`config.mk`:
```
export PLATFORM = sky130hd
export DESIGN_NAME = icb_dma_master
export DESIGN_NICKNAME = d
export VERILOG_FILES = /design/src/rtl/icb_dma_master.sv
export SDC_FILE = /design/constraint.sdc
export NUM_CORES = 1
export LEC_CHECK = 0
export ABC_AREA = 0
export CAP_MARGIN = 20
export CORE_ASPECT_RATIO = 0.9
export CORE_UTILIZATION = 44
export DETAILED_ROUTE_END_ITERATION = 8
export PLACE_DENSITY_LB_ADDON = 0.15
export SYNTH_ARGS = -nofsm -noshare
export SYNTH_HDL_FRONTEND = slang
export SYNTH_SLANG_ARGS = --single-unit
export TNS_END_PERCENT = 30
```
`constraint.sdc`:
```
create_clock -name clk -period 2.3 [get_ports clk]
set_input_delay 0.23 -clock clk [delete_from_list [all_inputs] [get_ports clk]]
set_output_delay 0.23 -clock clk [all_outputs]
set_load 0.02 [all_outputs]
```
`src/rtl/icb_dma_master.sv`:
```
// icb_dma_master: word-by-word memory copy over an ICB master port.
// Each word is a read command/response followed by a write command/response,
// with at most one ICB transaction outstanding at any time.
//
// state    | meaning
// ---------+-----------------------------------------------------------
// S_IDLE   | waiting for start; ICB port quiet
// S_RD_CMD | read command presented at the source pointer
// S_RD_RSP | waiting for the read response; data captured on success
// S_WR_CMD | write command presented at the destination pointer
// S_WR_RSP | waiting for the write response; counter and pointers advance
// S_DONE   | one-cycle completion pulse, then back to idle
module icb_dma_master #(
  parameter int LEN_W = 16
) (
  input  logic             clk,
  input  logic             rst,
  input  logic             start,
  input  logic [31:0]      src_addr,
  input  logic [31:0]      dst_addr,
  input  logic [LEN_W-1:0] len,
  output logic             busy,
  output logic             done,
  output logic             err,
  output logic [LEN_W-1:0] words_done,
  output logic             icb_cmd_valid,
  input  logic             icb_cmd_ready,
  output logic             icb_cmd_read,
  output logic [31:0]      icb_cmd_addr,
  output logic [31:0]      icb_cmd_wdata,
  output logic [3:0]       icb_cmd_wmask,
  input  logic             icb_rsp_valid,
  output logic             icb_rsp_ready,
  input  logic [31:0]      icb_rsp_rdata,
  input  logic             icb_rsp_err
);

  typedef enum logic [2:0] {
    S_IDLE   = 3'd0,
    S_RD_CMD = 3'd1,
    S_RD_RSP = 3'd2,
    S_WR_CMD = 3'd3,
    S_WR_RSP = 3'd4,
    S_DONE   = 3'd5
  } state_t;

  state_t           state_q, state_d;
  logic [31:0]      src_ptr, dst_ptr, rdata_q;
  logic [LEN_W-1:0] len_q, words_q, words_inc;
  logic             err_q;
  logic             cmd_hs;

  // Command outputs are decoded from state and registers only, so they cannot
  // change while a command is stalled waiting for ready.
  assign cmd_hs     = icb_cmd_valid & icb_cmd_ready;
  assign words_inc  = words_q + {{(LEN_W-1){1'b0}}, 1'b1};
  assign err        = err_q;
  assign words_done = words_q;

  // State register
  always_ff @(posedge clk) begin
    if (rst) state_q <= S_IDLE;
    else     state_q <= state_d;
  end

  // Transfer context: pointers, length, captured read data, progress and error
  always_ff @(posedge clk) begin
    if (rst) begin
      src_ptr <= '0;
      dst_ptr <= '0;
      rdata_q <= '0;
      len_q   <= '0;
      words_q <= '0;
      err_q   <= 1'b0;
    end else begin
      case (state_q)
        S_IDLE: begin
          if (start) begin
            src_ptr <= src_addr;
            dst_ptr <= dst_addr;
            len_q   <= len;
            words_q <= '0;
            err_q   <= 1'b0;
          end
        end
        S_RD_RSP: begin
          if (icb_rsp_valid) begin
            if (icb_rsp_err) err_q   <= 1'b1;
            else             rdata_q <= icb_rsp_rdata;
          end
        end
        S_WR_RSP: begin
          if (icb_rsp_valid) begin
            if (icb_rsp_err) begin
              err_q <= 1'b1;
            end else begin
              words_q <= words_inc;
              src_ptr <= src_ptr + 32'd4;
              dst_ptr <= dst_ptr + 32'd4;
            end
          end
        end
        default: ;
      endcase
    end
  end

  // Next-state decode
  always_comb begin
    state_d = state_q;
    case (state_q)
      S_IDLE:   if (start) state_d = (len == '0) ? S_DONE : S_RD_CMD;
      S_RD_CMD: if (cmd_hs) state_d = S_RD_RSP;
      S_RD_RSP: if (icb_rsp_valid) state_d = icb_rsp_err ? S_DONE : S_WR_CMD;
      S_WR_CMD: if (cmd_hs) state_d = S_WR_RSP;
      S_WR_RSP: begin
        if (icb_rsp_valid) begin
          if (icb_rsp_err || (words_inc == len_q)) state_d = S_DONE;
          else                                      state_d = S_RD_CMD;
        end
      end
      S_DONE:   state_d = S_IDLE;
      default:  state_d = S_IDLE;
    endcase
  end

  // Output decode
  always_comb begin
    busy          = (state_q != S_IDLE);
    done          = 1'b0;
    icb_cmd_valid = 1'b0;
    icb_cmd_read  = 1'b0;
    icb_cmd_addr  = '0;
    icb_cmd_wdata = '0;
    icb_cmd_wmask = 4'h0;
    icb_rsp_ready = 1'b0;
    case (state_q)
      S_RD_CMD: begin
        icb_cmd_valid = 1'b1;
        icb_cmd_read  = 1'b1;
        icb_cmd_addr  = src_ptr;
      end
      S_WR_CMD: begin
        icb_cmd_valid = 1'b1;
        icb_cmd_addr  = dst_ptr;
        icb_cmd_wdata = rdata_q;
        icb_cmd_wmask = 4'hF;
      end
      S_RD_RSP, S_WR_RSP: icb_rsp_ready = 1'b1;
      S_DONE:             done          = 1'b1;
      default: ;
    endcase
  end

endmodule
```
==> summary.txt <==
Total number of nets in the final design - 1,374
Total power divided by cell area - 604 nW/µm²
Library cell with the highest instance count after synthesis - nand2_1
Relative area change from synthesis to final layout - 42.8%
PortBufs - 207
Synth Warn # - 0
Placeable Area - 16,900 µm²
Worst Path Arrival - 2010 ps
Number of endpoints with negative hold slack in the final report - 0
Number of fillers in the final layout - 1,508
Transition time of the tightest slew-check pin - 682 ps
Startpoint of the worst hold path - rst
Max Clk Rate - 446 MHz
Register area share after synthesis - 34.4%
Global-route wire length before repair - 38,600 µm
Number of setup violations in the final report - 0
Cell count after synthesis - 1,067
Setup repair after global routing missed its margin - yes
Sinks on the clock net - 132
DRT Pass-1 Iters - 5
Netlist cell types - 61
Via count of the first global-routing pass - 7,433
Share of total power in the clock network - 42.4%
Reg-to-reg slack, setup - 210 ps
Period Utilization, post-route - 97.4%
Clock tree from TritonCTS - done
Cell area after synthesis - 7680 µm²
Worst hold path endpoint - src_ptr[14]
Crit path launch - state_q[1]
Most used standard cells in the synthesized netlist - 176 x nand2_1, 132 x dfxtp_1, 125 x nor2_1
FFs w/ async S/R, synth - 0%
Die height - 127 µm
Required time at the worst-slack endpoint - 2070 ps
Total global-route track usage - 26.8%
WL final - 24,800 µm
Element type at the critical path end - output port
Proportion of netlist area held by the largest area contributor - 34.4%
CP startpoint kind - register
Number of antenna violations at the first check in global routing - 0
Terminus of the critical flop-to-flop path - src_ptr[31]
Mean routed wirelength per cell - 16.5 µm
Number of max-slew violations in the final report - 0
Setup Buffers After CTS - 0
Utilization after layout - 64.7%
Clock buffers created by TritonCTS - 17
Number of hold-repair buffers added at the cts stage - 0
Status - finished clean
Power share of the sequential group - 39.3%
Post-Place Cells - 1,468
Clock network latency to the later pin of the worst-skew pair - 420 ps
Nets in the synthesized netlist - 1,188
Clock transition at path regs - 60 ps
Via-per-instance ratio - 5.56
Worst hold path type - in2reg
Number of DRC markers after the initial detailed-route iteration - 754
Post-synthesis area per instance - 7.20 µm²
Number of antenna diodes - 0
Headroom to the max-slew limit - 54.5%
Hold Path Cell Cnt - 2
Number of cells on the worst reg-to-reg path - 7
Boundary pin count - 208
Post-DRT Antenna Nets - 0
FF+latch area - 2650 µm²
Maximum clock skew at final layout - 7.21 ps
Worst Path Class, Setup - reg2out
Beginning of the worst register-to-register path - src_ptr[10]
# Max-Cap Violations - 0
Sw power - 1820 µW
Detailed-placement wirelength estimate - 16,500 µm
Fraction of final layout cells with drive strength greater than 1 - 8.77%
Synth top area cells - dfxtp_1 34%, nand2_1 8.6%, a21oi_1 7.8%
Tot Pwr - 6620 µW
Maximum number of pins on one net before global-route repair - 103
EDFF count, synth - 0
Effective utilization at floorplan - 45.3%
Bufs on Longest Clock Path - 2
Cell-internal power - 4810 µW
Minimum clock period after layout - 2240 ps
Gp weighted congestion - 0.845
Count of vias placed by the detailed router - 8,350
FF+latch count, synth - 132
CTS H-tree lvls - 4
Grt ovf - 0
Cell taking the most area after synthesis - dfxtp_1
Highest fanout seen on the critical path - 31
Switching portion of total power - 27.4%
Multi-input combinational cell area - 4660 µm²
Non-Filler Instances - 1,501
Combinational power share - 18.3%
Root buf cell - clkbuf_16
FP Rows - 45
Main synth FF type - dfxtp_1
DRC - 0
Die width - 141 µm
Die area - 18,000 µm²
Maximum ir drop on the vdd rail - 0.518 mV
Leakage Power - 0.00505 µW
-- stage by stage --
step	worst slack [ps]	cell area (µm²)	hold WS, ps	setup TNS, ps
after floorplan	8.98	7690	366	0
after global placement	125	10200	437	0
after detailed placement	77.3	10200	443	0
after CTS	-56.6	10800	220	-123
after global routing	-77.8	11000	231	-93.5
final	58.7	11000	235	0
-- registers in the layout, indices dropped and copies added (netlist names) --
signal,cells
err,1
src_ptr,32
dst_ptr,32
len_q,16
words_done,16
state_q,3
rdata_q,32
-- per-layer routing --
layer	up-vias	share of wire, %	global-route usage [%]
met5	-	0	0
met4	0	1.3	6.39
met3	28	7.1	5.10
met2	311	45	42.5
met1	3833	46	37.6
li1	4178	-	-
-- logic make-up after synthesis --
family | share of synthesized area, %
AND/OR/NAND/NOR | 30.4
AO/OA/AOI/OAI | 22.2
flip-flops | 34.4
buffers and inverters | 5.18
multiplexers | 4.32
XOR/XNOR | 2.96
adder cells (fa/ha/maj) | 0.489
-- how the worst max path moves through the flow --
stage	to	slack, ps	cells past startpoint
finish	busy	60	4
global route	busy	-80	4
CTS	icb_cmd_addr[13]	-60	4
detailed placement	dst_ptr[29]	80	8
global placement	src_ptr[23]	120	8
floorplan	state_q[2]	9	7
-- repair_timing --
| action | in CTS | in global routing |
|---|---|---|
| hold endpoints to repair | 0 | 0 |
| cloned | 0 | 1 |
| setup endpoints to repair | 70 | 61 |
| resized for setup | 11 | 58 |
-- final cells by class --
type	count	share of cell area, %
multi-input combinational	834	42.4
timing repair buffer	263	25.1
sequential	132	24.1
clock buffer	22	4.33
tap	235	2.68
clock inverter	10	1.16
inverter	5	0.171
-- placed cells by master (no fill, tap or decap), drive strengths merged, types with 3 or more instances in the layout --
master / Yosys / final
dlymetal6s2s: 0 / 56
dlygate4sd2: 0 / 9
nor3b: 3 / 3
clkdlybuf4s50: 0 / 141
a31o: 4 / 4
nand3: 36 / 36
clkbuf: 80 / 23
o31ai: 11 / 11
xor2: 10 / 10
buf: 16 / 56
and4: 7 / 7
clkinv: 0 / 6
xnor2: 16 / 16
a22o: 3 / 3
and3: 53 / 53
nor2: 125 / 125
o21ai: 49 / 49
a31oi: 12 / 12
or2: 3 / 3
a311oi: 11 / 11
o41ai: 4 / 4
nor4: 13 / 13
nand2: 176 / 176
a211oi: 21 / 21
inv: 5 / 5
a21o: 10 / 10
a21oi: 120 / 120
nor2b: 3 / 3
mux2i: 32 / 32
or3: 3 / 3
ha: 3 / 3
dfxtp: 132 / 132
o21bai: 5 / 5
nor3: 32 / 32
bufinv: 0 / 3
and2: 10 / 10
o22ai: 8 / 8
a22oi: 10 / 10
nand4: 19 / 19
-- critical path: stages (launching register included) --
cell             delay (ps)
dfxtp_4                 440
buf_6                   210
nor3_1                  310
inv_1                    70
clkdlybuf4s50_1         560
-- power groups by stage --
stage               Sequential [µW]  Combinational [µW]  Clock (µW)
finish                         2600                1210        2810
global route                   2630                1320        2970
CTS                            2600                1210        2840
global placement               2640                1200           0
floorplan                      2590                 699           0
detailed placement             2640                1200           0
Note: power is estimated with default switching activity, not from simulation.
